$ cat config.mk
export PLATFORM = sky130hd
export DESIGN_NAME = spi_xfer_ctrl
export DESIGN_NICKNAME = d
export VERILOG_FILES = /design/src/rtl/spi_xfer_ctrl.sv
export SDC_FILE = /design/constraint.sdc
export NUM_CORES = 1
export LEC_CHECK = 0
export ABC_AREA = 1
export ABC_CLOCK_PERIOD_IN_PS = 1800
export CAP_MARGIN = 20
export CORE_ASPECT_RATIO = 1.4
export CORE_UTILIZATION = 35
export CTS_CLUSTER_SIZE = 20
export DETAILED_ROUTE_END_ITERATION = 10
export PLACE_DENSITY = 0.67
export SLEW_MARGIN = 20
export SYNTH_ARGS = -nofsm -noshare
export SYNTH_HDL_FRONTEND = slang
export SYNTH_SLANG_ARGS = --single-unit
$ cat constraint.sdc
create_clock -name CLK -period 1.8 [get_ports CLK]
set_clock_uncertainty 0.1 [all_clocks]
set_input_delay 0.18 -clock CLK [delete_from_list [all_inputs] [get_ports CLK]]
set_output_delay 0.18 -clock CLK [all_outputs]
set_load 0.02 [all_outputs]
$ cat src/rtl/spi_xfer_ctrl.sv
// Byte-wide SPI mode-0 master: shifts one byte MSB-first per START strobe.
// Define SPI_CLKDIV_EN to add the DIV port and a programmable SCK half-period.
module spi_xfer_ctrl #(
  parameter int DIVW = 4
) (
  input  logic            CLK,
  input  logic            nRST,
  input  logic            START,
  input  logic [7:0]      TXD,
  input  logic            SETSS,
  input  logic [1:0]      SSV,
`ifdef SPI_CLKDIV_EN
  input  logic [DIVW-1:0] DIV,
`endif
  input  logic [2:0]      MISO,
  output logic            SCK,
  output logic            MOSI,
  output logic [1:0]      nSS,
  output logic [7:0]      RXD,
  output logic            BUSY,
  output logic            DONE
);

  // state | meaning
  // IDLE  | waiting for START; SETSS accepted here only
  // LOW   | SCK low phase of the current bit
  // HIGH  | SCK high phase; MISO was sampled on entry
  typedef enum logic [1:0] {IDLE, LOW, HIGH} state_t;

  state_t     state, state_nxt;
  logic [6:0] tx, tx_nxt;
  logic [7:0] rx, rx_nxt, rxd_nxt;
  logic [2:0] bcnt, bcnt_nxt;
  logic [1:0] nss_nxt;
  logic       sck_nxt, mosi_nxt, busy_nxt, done_nxt;
  logic       misox, phase_end;

  assign misox = (MISO[0] & ~nSS[0]) | (MISO[1] & ~nSS[1]) | (MISO[2] & nSS[0] & nSS[1]);

`ifdef SPI_CLKDIV_EN
  logic [DIVW-1:0] d_lat, d_lat_nxt, dcnt, dcnt_nxt;

  assign phase_end = (dcnt == '0);

  always_comb begin
    d_lat_nxt = d_lat;
    dcnt_nxt  = dcnt;
    if (state == IDLE) begin
      if (START) begin
        d_lat_nxt = DIV;
        dcnt_nxt  = DIV;
      end
    end else if (dcnt == '0) begin
      dcnt_nxt = d_lat;
    end else begin
      dcnt_nxt = dcnt - 1'b1;
    end
  end

  always_ff @(posedge CLK) begin
    if (!nRST) begin
      d_lat <= '0;
      dcnt  <= '0;
    end else begin
      d_lat <= d_lat_nxt;
      dcnt  <= dcnt_nxt;
    end
  end
`else
  // Without the divider every phase is a single CLK cycle.
  localparam logic [DIVW-1:0] D_FIXED = '0;
  assign phase_end = (D_FIXED == '0);
`endif

  always_comb begin
    state_nxt = state;
    tx_nxt    = tx;
    rx_nxt    = rx;
    rxd_nxt   = RXD;
    bcnt_nxt  = bcnt;
    sck_nxt   = SCK;
    mosi_nxt  = MOSI;
    nss_nxt   = nSS;
    busy_nxt  = BUSY;
    done_nxt  = 1'b0;
    case (state)
      IDLE: begin
        if (SETSS) nss_nxt = SSV;
        if (START) begin
          tx_nxt    = TXD[6:0];
          mosi_nxt  = TXD[7];
          bcnt_nxt  = 3'd7;
          sck_nxt   = 1'b0;
          busy_nxt  = 1'b1;
          state_nxt = LOW;
        end
      end
      LOW: begin
        if (phase_end) begin
          sck_nxt   = 1'b1;
          rx_nxt    = {rx[6:0], misox};
          state_nxt = HIGH;
        end
      end
      HIGH: begin
        if (phase_end) begin
          sck_nxt = 1'b0;
          if (bcnt == 3'd0) begin
            rxd_nxt   = rx;
            busy_nxt  = 1'b0;
            done_nxt  = 1'b1;
            state_nxt = IDLE;
          end else begin
            bcnt_nxt  = bcnt - 1'b1;
            mosi_nxt  = tx[6];
            tx_nxt    = {tx[5:0], 1'b0};
            state_nxt = LOW;
          end
        end
      end
      default: state_nxt = IDLE;
    endcase
  end

  always_ff @(posedge CLK) begin
    if (!nRST) begin
      state <= IDLE;
      tx    <= '0;
      rx    <= '0;
      RXD   <= '0;
      bcnt  <= '0;
      SCK   <= 1'b0;
      MOSI  <= 1'b0;
      nSS   <= 2'b11;
      BUSY  <= 1'b0;
      DONE  <= 1'b0;
    end else begin
      state <= state_nxt;
      tx    <= tx_nxt;
      rx    <= rx_nxt;
      RXD   <= rxd_nxt;
      bcnt  <= bcnt_nxt;
      SCK   <= sck_nxt;
      MOSI  <= mosi_nxt;
      nSS   <= nss_nxt;
      BUSY  <= busy_nxt;
      DONE  <= done_nxt;
    end
  end

endmodule

* Word level (Yosys, flattened, before mapping)
Index checks and enable logic that the tools add are counted.
Storage, ports and cells: flip-flop bits (word level) 34, output and inout port bits 14, logic and storage cells 52, input bits 17
Cells by class: bitwise gates (word level) 8, reductions and logical operators 10, mux-type cells 18, equality and inequality tests 5, add/subtract/negate cells 1
Operators by type and width (count):
- $mux 7 | 2
- $pmux 7 s2 | 1
- $reduce_and 2->1 | 4
- $mux 1 | 7
- $mux 3 | 2
- $ne 2x2->1 const B | 3
- $pmux 2 s3 | 1
- $pmux 3 s2 | 1
- $reduce_and 3->1 | 2
- $and 1x1->1 | 4
- $pmux 1 s2 | 2
- $logic_not 3->1 | 1
- $pmux 1 s3 | 1
- $reduce_bool 3->1 | 1
- $sub 3x1->3 const B | 1
- $eq 2x1->1 const B | 1
- $eq 2x2->1 const B | 1
- $logic_not 2->1 | 1
- $mux 2 | 1
- $not 1->1 | 2
- $or 1x1->1 | 2
- $reduce_bool 2->1 | 1

* Logic depth before layout (Yosys ltp)
Gate-level depths: netlist of run 1.
depth after elaboration 4, depth in mapped cells 9, gate-level depth less buffers 9

* Worst setup path before layout of run 1
OpenSTA, ideal clock, no wires.
kind register -> register, from register bcnt[0], to register RXD[2], clock period less this slack 1373 ps, data arrival time 1157 ps, cell stages (with the launch flop) 9, setup time 116 ps, buffers on the path 1, path slack 427 ps, required time 1584 ps, cells stage by stage dfxtp_1 -> inv_1 -> ha_1 -> inv_1 -> nor2_1 -> nand2_4 -> buf_2 -> o21ai_0 -> nor2_1
Between the ends: longest elaborated chain between the ends 2
Ends and longest elaborated chain:
- start, declared | RTL line 33 | logic [2:0] bcnt, bcnt_nxt;
- start signal, assigned | RTL line 142 | bcnt <= bcnt_nxt;
- $logic_not 3->1 | RTL line 108 | if (bcnt == 3'd0) begin
- $reduce_and 2->1 (no line)
- end signal, assigned | RTL line 141 | RXD <= rxd_nxt;
- end, declared | RTL line 19 | output logic [7:0] RXD,
No other way between the ends. A chain may end at the register's enable or synchronous reset.

* Final worst setup path of run 1
from register BUSY, to output BUSY
RTL lines:
- start, declared | RTL line 20 | output logic BUSY,
- start signal, assigned | RTL line 146 | BUSY <= busy_nxt;
No word-level cell between the ends.

==> run_results.csv, run 1 <==
group,metric,value,unit
status,status,"complete, no violations",
die,start_util,37.5,%
critical_path,crit_chain,"clkdlybuf4s50_1",
grt,maximum_number_of_pins_on_one_net_before_global_route_repair,20,
die,die_width,55.3,um
synthesis,netlist_top_cells_area,"sky130_fd_sc_hd__dfxtp_1 49%, sky130_fd_sc_hd__nor2_1 14%, sky130_fd_sc_hd__nand2_1 9.7%",
power,power.share.switching,26.2,%
synthesis,ys_seq_elements,34,
synthesis,post_synth_inst_count,192,
die,row_count,26,
synthesis,post_synth_instance_area,1390,um2
critical_path,worstPathRequired,1.52,ns
clocking,htree_num_levels,2,
power,power_frac_seq,50.0,%
power,switchingPower,443,uW
route,routed_wire_length_per_instance,9.67,um
power,share_comb_of_total_power,16.5,%
clocking,cts-buffers-inserted,5,
placed_design,post-place-ws,0.308,ns
grt,globalRouteOverflowTotal,0,
synthesis,synth_largest_area_cell,"sky130_fd_sc_hd__dfxtp_1",
clocking,numClockSinks,34,
synthesis,sequential_to_total_area_share_from_yosys_stat,49.0,%
clocking,cts-root-buf,"sky130_fd_sc_hd__clkbuf_8",
route,detail-route-antenna-nets,0,
sta,final_period_minus_worst_setup_slack,1.53,ns
sta,final.setup.tns,0,ns
critical_path,cp_max_fo,2,
synthesis,yosysWarningCount,0,
grt,first_global_vias,1080,
critical_path,reg2reg_slack,0.31,ns
placed_design,buffer_ports.inserted,30,
power,fin_total_pwr,1.69,mW
clocking,cts_resized,0,
layout,antennaDiodeCount,0,
critical_path,worst_path_dominant_cell_family,"buffers and inverters",
sta,fmax,0.653,GHz
synthesis,yosys.cell_types.count,21,
critical_path,crit_arrival,1.25,ns
layout,final_layout_size_suffix_gt1_share,8.37,%
grt,gr-usage-all-layers,13.9,%
clocking,worst_skew_pair.late_latency,0.28,ns
hold_path,hold_path_class,"register to register",
route,drt-pass1-iter-count,4,
route,via_count,1220,
sta,timing.max_slew.rel_slack,70.9,%
hold_path,min_path_cells,2,
synthesis,synthesis.area_per_instance,7.24,um2
route,drt-initial-drc-count,18,
hold_path,whs_endpoint,"tx[0]$_SDFFE_PN0P_",
clocking,cts-hold-fix-buffers,0,
sta,timing.final.crit_share,85.0,%
synthesis,yosys.area.top_type_share,49.0,%
layout,final_nets,245,
clocking,post_cts_setup_buffer_count,0,
grt,antenna_found_initial,0,
sta,setup_viol,0,
power,total_leakage_power,0.805,nW
sta,slew_violations,0,
die,io-pin-count,31,
clocking,cts_tree,"done",
placed_design,cell_area_placed,1730,um2
synthesis,synth_nets,211,
route,avgViaCountPerCell,4.54,
power,cell_internal_pwr,1.24,mW
die,core-area,3710,um2
critical_path,crit_path_max_incr_delay,0.62,ns
sta,worstMarginPinSlew,0.435,ns
sta,rsz0062_at_grt,"no",
placed_design,place.gp.congestion,0.721,
job,drv.max_cap_violation_count,0,
hold_path,timing.hold.worst.start,"tx[0]$_SDFFE_PN0P_",
route,routed_wirelength,2600,um
clocking,cts-root-to-sink-buffers,2,
power,peak_supply_drop,0.644,mV
critical_path,endpoint_kind,"output port",
route,route.detailed.drc,0,
die,fp.dieArea,4230,um2
die,dieHeight,76.6,um
power,pwr_density_cell,925,nW/um2
critical_path,worstReg2RegStart,"bcnt[0]$_SDFFE_PN0P_",
critical_path,critical_path.slowest_cell,"sky130_fd_sc_hd__clkdlybuf4s50_1",
critical_path,setup.worst_path.class,"register to output port",
layout,syn_to_final_growth,31.1,%
critical_path,reg2reg_to,"MOSI$_SDFFE_PN0P_",
clocking,clk_transition_reported_paths,0.07,ns
critical_path,startpoint_type,"register",
sta,final_hold_vio_count,0,
layout,postLayoutCellArea,1820,um2
sta,setup_slack,0.269,ns
critical_path,reg2regPathDepth,9,
grt,grt_first_pass_wirelength,4580,um
critical_path,critical_path.n_buffers_inverters,1,
placed_design,place_hpwl,1910,um
power,power.share.clock,33.5,%
-- synthesized netlist by cell type (all sizes together) --
library cell  count
o211ai            2
inv              19
ha                2
nor2             52
a21oi             6
dfxtp            34
nor3              1
buf               4
nand3             6
a31oi             1
clkbuf            2
o21ai            22
nand2            40
nor3b             1
-- kinds of logic after synthesis --
logic type	Yosys count	synth area share, %
buf+inv	25	7.56
simple gates	100	30.1
fa+ha+maj	2	1.80
compound gates	31	11.6
flops	34	49.0
-- stage by stage --
step	cells	hold slack, ns	utilization (%)
2_1_floorplan	192	0.210	-
3_3_place_gp	261	0.353	46.7
3_5_place_dp	261	0.356	46.7
4_1_cts	269	0.366	49.2
5_1_grt	269	0.379	49.2
6_report	269	0.363	49.2
-- sequential cells by signal, indices dropped and copies added (netlist names) --
signal and count:
BUSY 1, bcnt 3, MOSI 1, SCK 1, RXD 8, rx 8, state 2, DONE 1
nSS 2, tx 7
-- placed cells by master, fill, tap and decap left out, types with 3 or more instances in the layout --
cell / instances
sky130_fd_sc_hd__dfxtp_1: 34
sky130_fd_sc_hd__nand3_1: 6
sky130_fd_sc_hd__inv_2: 3
sky130_fd_sc_hd__inv_1: 16
sky130_fd_sc_hd__clkbuf_8: 6
sky130_fd_sc_hd__o21ai_1: 3
sky130_fd_sc_hd__buf_4: 3
sky130_fd_sc_hd__nor2_1: 50
sky130_fd_sc_hd__nand2_1: 36
sky130_fd_sc_hd__a21oi_1: 6
sky130_fd_sc_hd__o21ai_0: 19
sky130_fd_sc_hd__clkdlybuf4s50_1: 30
-- power by group through the flow --
stage	logic [mW]	clock network, mW	registers (mW)
after floorplan	0.168	0	0.873
after global routing	0.317	0.630	0.850
after detailed placement	0.281	0	0.860
after global placement	0.278	0	0.859
final	0.279	0.564	0.844
after CTS	0.282	0.583	0.844
-- per-layer routing --
metal	GRT usage, %	wire, um	up-vias	share of wire [%]
met1	16.4	1260	517	48
met4	9.25	68	0	2.6
li1	-	-	667	-
met3	3.57	113	5	4.3
met5	0	0	-	0
met2	21.9	1160	31	45
-- worst max-delay path by stage --
stage                         start             endpoint  slack [ns]  depth (start not counted)
4_1_cts         nSS[0]$_SDFFE_PN1P_               nSS[0]        0.25                          1
3_3_place_gp   bcnt[0]$_SDFFE_PN0P_    MOSI$_SDFFE_PN0P_        0.34                          9
3_5_place_dp   bcnt[0]$_SDFFE_PN0P_   tx[3]$_SDFFE_PN0P_        0.31                          9
2_1_floorplan  bcnt[0]$_SDFFE_PN0P_  RXD[2]$_SDFFE_PN0P_        0.43                          8
5_1_grt        bcnt[1]$_SDFFE_PN0P_    MOSI$_SDFFE_PN0P_        0.16                          9
6_report          BUSY$_SDFFE_PN0P_                 BUSY        0.27                          1
-- layout make-up --
type,instances,area (um2)
fill,387,1890
sequential,34,681
tap,42,52.6
clock buffer,7,86.3
clock inverter,1,5.00
timing repair buffer,33,323
inverter,19,71.3
multi-input combinational,133,604
No activity file was read; power rests on OpenSTA's default activity.
==> run 2, diff against run 1 <==
--- a/config.mk
+++ b/config.mk
@@ -9,10 +9,10 @@
 export ABC_CLOCK_PERIOD_IN_PS = 1800
 export CAP_MARGIN = 20
 export CORE_ASPECT_RATIO = 1.4
-export CORE_UTILIZATION = 35
+export CORE_UTILIZATION = 45
 export CTS_CLUSTER_SIZE = 20
 export DETAILED_ROUTE_END_ITERATION = 10
-export PLACE_DENSITY = 0.67
+export PLACE_DENSITY = 0.81
 export SLEW_MARGIN = 20
 export SYNTH_ARGS = -nofsm -noshare
 export SYNTH_HDL_FRONTEND = slang
==> run 2 against run 1 <==
  * Critical endpoint is now nSS[1]
  * Via count grew 1.2%
  * Sequential power hardly changed
  * Die area shrank 22%
  * Clock power rose by 25%
  * Power up 8.4%
  * Worst hold slack better by 0.0027 ns
  * Sequential share of layout area is 0.15 points lower
  * Critical path type unchanged
==> run_results.csv, run 2 (same netlist as run 1, synthesis figures left out) <==
group,metric,value,unit
critical_path,critical_path.slowest_cell,"sky130_fd_sc_hd__clkdlybuf4s50_1",
power,pwr_density_cell,999,nW/um2
critical_path,cp_max_fo,3,
job,drv.max_cap_violation_count,0,
hold_path,whs_endpoint,"rx[0]$_SDFFE_PN0P_",
sta,timing.final.crit_share,85.6,%
placed_design,cell_area_placed,1720,um2
grt,first_global_vias,1001,
clocking,htree_num_levels,2,
route,detail-route-antenna-nets,0,
route,route.detailed.drc,0,
hold_path,timing.hold.worst.start,"MISO[1]",
die,io-pin-count,31,
clocking,cts-root-buf,"sky130_fd_sc_hd__clkbuf_8",
layout,layout_commonest_cell,"sky130_fd_sc_hd__nor2_1",
sta,setup_viol,0,
placed_design,place_hpwl,1810,um
grt,maximum_number_of_pins_on_one_net_before_global_route_repair,20,
sta,rsz0062_at_grt,"no",
clocking,worst_skew_pair.late_latency,0.28,ns
placed_design,place.gp.congestion,0.784,
clocking,cts-buffers-inserted,5,
die,fp.dieArea,3320,um2
layout,mostFrequentLayoutCells,"50 x sky130_fd_sc_hd__nor2_1, 36 x sky130_fd_sc_hd__nand2_1, 34 x sky130_fd_sc_hd__dfxtp_1",
critical_path,crit_arrival,1.26,ns
critical_path,startpoint_type,"register",
die,die_width,49.0,um
route,avgViaCountPerCell,4.71,
clocking,cts_tree,"done",
sta,worstMarginPinSlew,0.442,ns
status,status,"complete, no violations",
placed_design,buffer_ports.inserted,30,
sta,slew_violations,0,
critical_path,worstReg2RegStart,"bcnt[0]$_SDFFE_PN0P_",
sta,timing.max_slew.rel_slack,70.5,%
route,routed_wirelength,2560,um
grt,grt_first_pass_wirelength,4350,um
critical_path,setup.worst_path.class,"register to output port",
die,core-area,2910,um2
grt,globalRouteOverflowTotal,0,
clocking,cts-hold-fix-buffers,0,
critical_path,crit_chain,"clkdlybuf4s50_1",
route,drt-pass1-iter-count,4,
critical_path,worst_path_dominant_cell_family,"buffers and inverters",
layout,sequential_area,681,um2
clocking,cts_resized,0,
grt,gr-usage-all-layers,17.8,%
critical_path,reg2regPathDepth,9,
hold_path,min_path_cells,3,
sta,final.setup.tns,0,ns
die,dieHeight,67.8,um
clocking,numClockSinks,34,
sta,setup_slack,0.260,ns
clocking,clk_transition_reported_paths,0.07,ns
critical_path,crit_path_max_incr_delay,0.62,ns
die,start_util,47.8,%
hold_path,hold_path_class,"primary input to register",
layout,antennaDiodeCount,0,
layout,postLayoutCellArea,1830,um2
route,via_count,1235,
layout,syn_to_final_growth,31.7,%
power,total_leakage_power,0.810,nW
clocking,post_cts_setup_buffer_count,0,
grt,antenna_found_initial,0,
sta,fmax,0.649,GHz
layout,final_layout_size_suffix_gt1_share,8.00,%
power,peak_supply_drop,0.805,mV
route,routed_wire_length_per_instance,9.77,um
route,drt-initial-drc-count,24,
layout,multiInputGateArea,604,um2
critical_path,reg2reg_slack,0.27,ns
layout,fillerInstances,253,
die,row_count,23,
sta,final_hold_vio_count,0,
clocking,cts-root-to-sink-buffers,2,
critical_path,worstPathRequired,1.52,ns
critical_path,critical_path.n_buffers_inverters,1,
critical_path,endpoint_kind,"output port",
sta,worst_hold_slack,0.366,ns
placed_design,post-place-ws,0.301,ns
layout,final_nets,244,
critical_path,reg2reg_to,"tx[6]$_SDFFE_PN0P_",
layout,biggestRegsByFlops,"RXD x8, rx x8, tx x7",
sta,final_period_minus_worst_setup_slack,1.54,ns
power,fin_total_pwr,1.83,mW
[run 2: cell count changes in the layout (fill, tap and decap cells not counted)]
cell / change
sky130_fd_sc_hd__clkinv_2: -1
sky130_fd_sc_hd__buf_4: -1
sky130_fd_sc_hd__clkbuf_1: -1
sky130_fd_sc_hd__bufinv_16: +1
[run 2: metrics by stage]
step / std cells / utilization (%)
after floorplan: 192 / -
after global placement: 255 / 59.1
after detailed placement: 255 / 59.1
after CTS: 262 / 63.0
after global routing: 262 / 63.0
final: 262 / 63.0
[run 2: layout make-up]
class / count / share of cell area (%)
clock inverter: 1 / 1.64
timing repair buffer: 32 / 17.2
clock buffer: 6 / 4.51
tap: 37 / 2.53
sequential: 34 / 37.2
inverter: 19 / 3.90
multi-input combinational: 133 / 33.0
[run 2: how the worst max path moves through the flow]
| stage | start | end | slack (ns) | depth (start not counted) |
|---|---|---|---|---|
| final | nSS[1]$_SDFFE_PN1P_ | nSS[1] | 0.26 | 1 |
| after global routing | bcnt[0]$_SDFFE_PN0P_ | tx[3]$_SDFFE_PN0P_ | 0.06 | 9 |
| after CTS | nSS[1]$_SDFFE_PN1P_ | nSS[1] | 0.25 | 1 |
| after detailed placement | bcnt[0]$_SDFFE_PN0P_ | MOSI$_SDFFE_PN0P_ | 0.30 | 9 |
| after global placement | bcnt[0]$_SDFFE_PN0P_ | tx[6]$_SDFFE_PN0P_ | 0.36 | 9 |
| after floorplan | bcnt[0]$_SDFFE_PN0P_ | RXD[2]$_SDFFE_PN0P_ | 0.43 | 8 |
[run 2: report_power, final]
| part | switching, mW | internal (mW) |
|---|---|---|
| clock network | 0.262 | 0.443 |
| logic | 0.155 | 0.125 |
| registers | 0.0329 | 0.810 |
[run 2: layer usage]
metal | vias up | global-route usage, % | wire length [um]
met3 | 5 | 5.86 | 146
met4 | 0 | 14.0 | 70
li1 | 665 | - | -
met5 | - | 0 | 0
met1 | 528 | 21.3 | 1210
met2 | 37 | 26.2 | 1140
==> run 3, diff against run 2 <==
--- a/config.mk
+++ b/config.mk
@@ -12,7 +12,8 @@
 export CORE_UTILIZATION = 45
 export CTS_CLUSTER_SIZE = 20
 export DETAILED_ROUTE_END_ITERATION = 10
-export PLACE_DENSITY = 0.81
+export GPL_TIMING_DRIVEN = 0
+export PLACE_DENSITY = 0.73
 export SLEW_MARGIN = 20
 export SYNTH_ARGS = -nofsm -noshare
 export SYNTH_HDL_FRONTEND = slang
==> run 3 against run 2 <==
  * Final area increased by 0.27%
  * Register-to-register slack worse by 0.02 ns
  * Routed wire length rose by 9.8%
  * Clock power fell by 4.4%
  * Global-route usage increased by 1.7 points
  * Sequential cell count did not move
  * Maximum frequency is 0.96% lower
  * Power fell by 1.0%
  * Critical path type is now register to register
  * Largest cell class unchanged
  * Largest power group unchanged
==> run_results.csv, run 3 (same netlist as run 1, synthesis figures left out) <==
group,metric,value,unit
grt,globalRouteOverflowTotal,0,
grt,first_global_vias,1246,
sta,timing.final.crit_share,86.4,%
layout,antennaDiodeCount,0,
clocking,numClockSinks,34,
sta,rsz0062_at_grt,"no",
layout,layout_commonest_cell,"sky130_fd_sc_hd__nor2_1",
clocking,htree_num_levels,2,
grt,antenna_found_initial,0,
clocking,cts-root-to-sink-buffers,2,
layout,final_layout_size_suffix_gt1_share,9.17,%
sta,timing.max_slew.rel_slack,66.4,%
placed_design,buffer_ports.inserted,29,
sta,final_period_minus_worst_setup_slack,1.55,ns
critical_path,crit_arrival,1.66,ns
placed_design,post-place-cells,258,
power,pwr_density_cell,986,nW/um2
sta,slew_violations,0,
clocking,cts-buffers-inserted,5,
hold_path,hold_path_class,"primary input to register",
clocking,cts_resized,0,
sta,final_hold_vio_count,0,
sta,worstMarginPinSlew,0.502,ns
route,drt-initial-drc-count,31,
die,row_count,23,
sta,final.setup.tns,0,ns
clocking,worst_skew_pair.late_latency,0.28,ns
grt,gr-usage-all-layers,19.5,%
route,drt-pass1-iter-count,4,
clocking,clk_transition_reported_paths,0.06,ns
layout,syn_to_final_growth,32.0,%
power,total_leakage_power,0.814,nW
job,drv.max_cap_violation_count,0,
clocking,post_cts_setup_buffer_count,0,
critical_path,setup.worst_path.class,"register to register",
hold_path,min_path_cells,3,
route,detail-route-antenna-nets,0,
die,fp.dieArea,3320,um2
status,status,"complete, no violations",
grt,maximum_number_of_pins_on_one_net_before_global_route_repair,12,
route,avgViaCountPerCell,4.85,
layout,layoutNonFillerInstCount,266,
layout,final_nets,247,
sta,setup_viol,0,
route,routed_wirelength,2810,um
die,dieHeight,67.8,um
route,route.detailed.drc,0,
grt,grt_first_pass_wirelength,4800,um
critical_path,cp_max_fo,10,
die,core-area,2910,um2
die,io-pin-count,31,
layout,mostFrequentLayoutCells,"50 x sky130_fd_sc_hd__nor2_1, 36 x sky130_fd_sc_hd__nand2_1, 34 x sky130_fd_sc_hd__dfxtp_1",
placed_design,place_hpwl,2140,um
critical_path,startpoint_type,"register",
route,routed_wire_length_per_instance,10.6,um
clocking,cts_tree,"done",
layout,biggestRegsByFlops,"RXD x8, rx x8, tx x7",
die,die_width,49.0,um
clocking,cts-hold-fix-buffers,0,
clocking,cts-root-buf,"sky130_fd_sc_hd__clkbuf_8",
route,via_count,1289,
sta,fmax,0.643,GHz
placed_design,place.gp.congestion,0.779,
power,peak_supply_drop,0.777,mV
critical_path,reg2regPathDepth,9,
critical_path,endpoint_kind,"register",
die,start_util,47.8,%
critical_path,worstPathRequired,1.91,ns
-- run 3: changes by cell type in the layout (fill, tap and decap cells not counted) --
| cell | before | now |
|---|---|---|
| sky130_fd_sc_hd__buf_2 | 0 | 3 |
| sky130_fd_sc_hd__buf_4 | 2 | 0 |
| sky130_fd_sc_hd__clkbuf_1 | 0 | 2 |
| sky130_fd_sc_hd__clkinv_2 | 0 | 2 |
| sky130_fd_sc_hd__buf_6 | 0 | 1 |
| sky130_fd_sc_hd__clkbuf_8 | 6 | 5 |
| sky130_fd_sc_hd__clkdlybuf4s50_1 | 30 | 29 |
-- run 3: layout make-up --
cell class | count | area, um2
buffer | 6 | 33.8
clock buffer | 5 | 68.8
clock inverter | 3 | 40.0
fill | 275 | 1070
inverter | 19 | 71.3
multi-input combinational | 133 | 604
sequential | 34 | 681
tap | 37 | 46.3
timing repair buffer | 29 | 290
-- run 3: worst max-delay path, stage by stage (launching register included) --
cell                      delay (ns)
sky130_fd_sc_hd__dfxtp_1        0.31
sky130_fd_sc_hd__inv_1          0.09
sky130_fd_sc_hd__ha_1           0.15
sky130_fd_sc_hd__inv_1          0.04
sky130_fd_sc_hd__nor2_1         0.20
sky130_fd_sc_hd__nand2_4        0.10
sky130_fd_sc_hd__nand2_4        0.13
sky130_fd_sc_hd__buf_6          0.16
sky130_fd_sc_hd__nor2_1         0.06
sky130_fd_sc_hd__nor2_1         0.13
-- run 3: final timing paths --
check	start	end	slack, ns
min reg2reg	BUSY$_SDFFE_PN0P_	BUSY$_SDFFE_PN0P_	0.37
max	bcnt[0]$_SDFFE_PN0P_	tx[6]$_SDFFE_PN0P_	0.25
min	nRST	bcnt[1]$_SDFFE_PN0P_	0.11
max reg2reg	bcnt[0]$_SDFFE_PN0P_	tx[6]$_SDFFE_PN0P_	0.25
-- run 3: routing by layer --
layer | vias to the layer above | GRT usage [%] | part of all wire [%]
met4 | 0 | 11.8 | 2.2
met1 | 575 | 18.3 | 41
met5 | - | 0 | 0
li1 | 670 | - | -
met3 | 6 | 6.08 | 4.2
met2 | 38 | 37.0 | 52
-- run 3: metrics by stage --
step / cell area (um2) / utilization (%) / setup WS (ns) / hold slack [ns] / power (mW)
after floorplan: 1390 / - / 0.427 / 0.210 / 1.04
after CTS: 1840 / 63.2 / 0.241 / 0.113 / 1.82
after detailed placement: 1730 / 59.4 / 0.270 / 0.369 / 1.15
after global placement: 1730 / 59.4 / 0.280 / 0.351 / 1.14
final: 1840 / 63.2 / 0.245 / 0.113 / 1.81
after global routing: 1840 / 63.2 / 0.128 / 0.129 / 1.90
-- run 3: report_power, final --
group	internal [mW]	switching, mW	total [mW]
registers	0.810	0.0328	0.843
logic	0.128	0.165	0.293
clock network	0.407	0.267	0.674
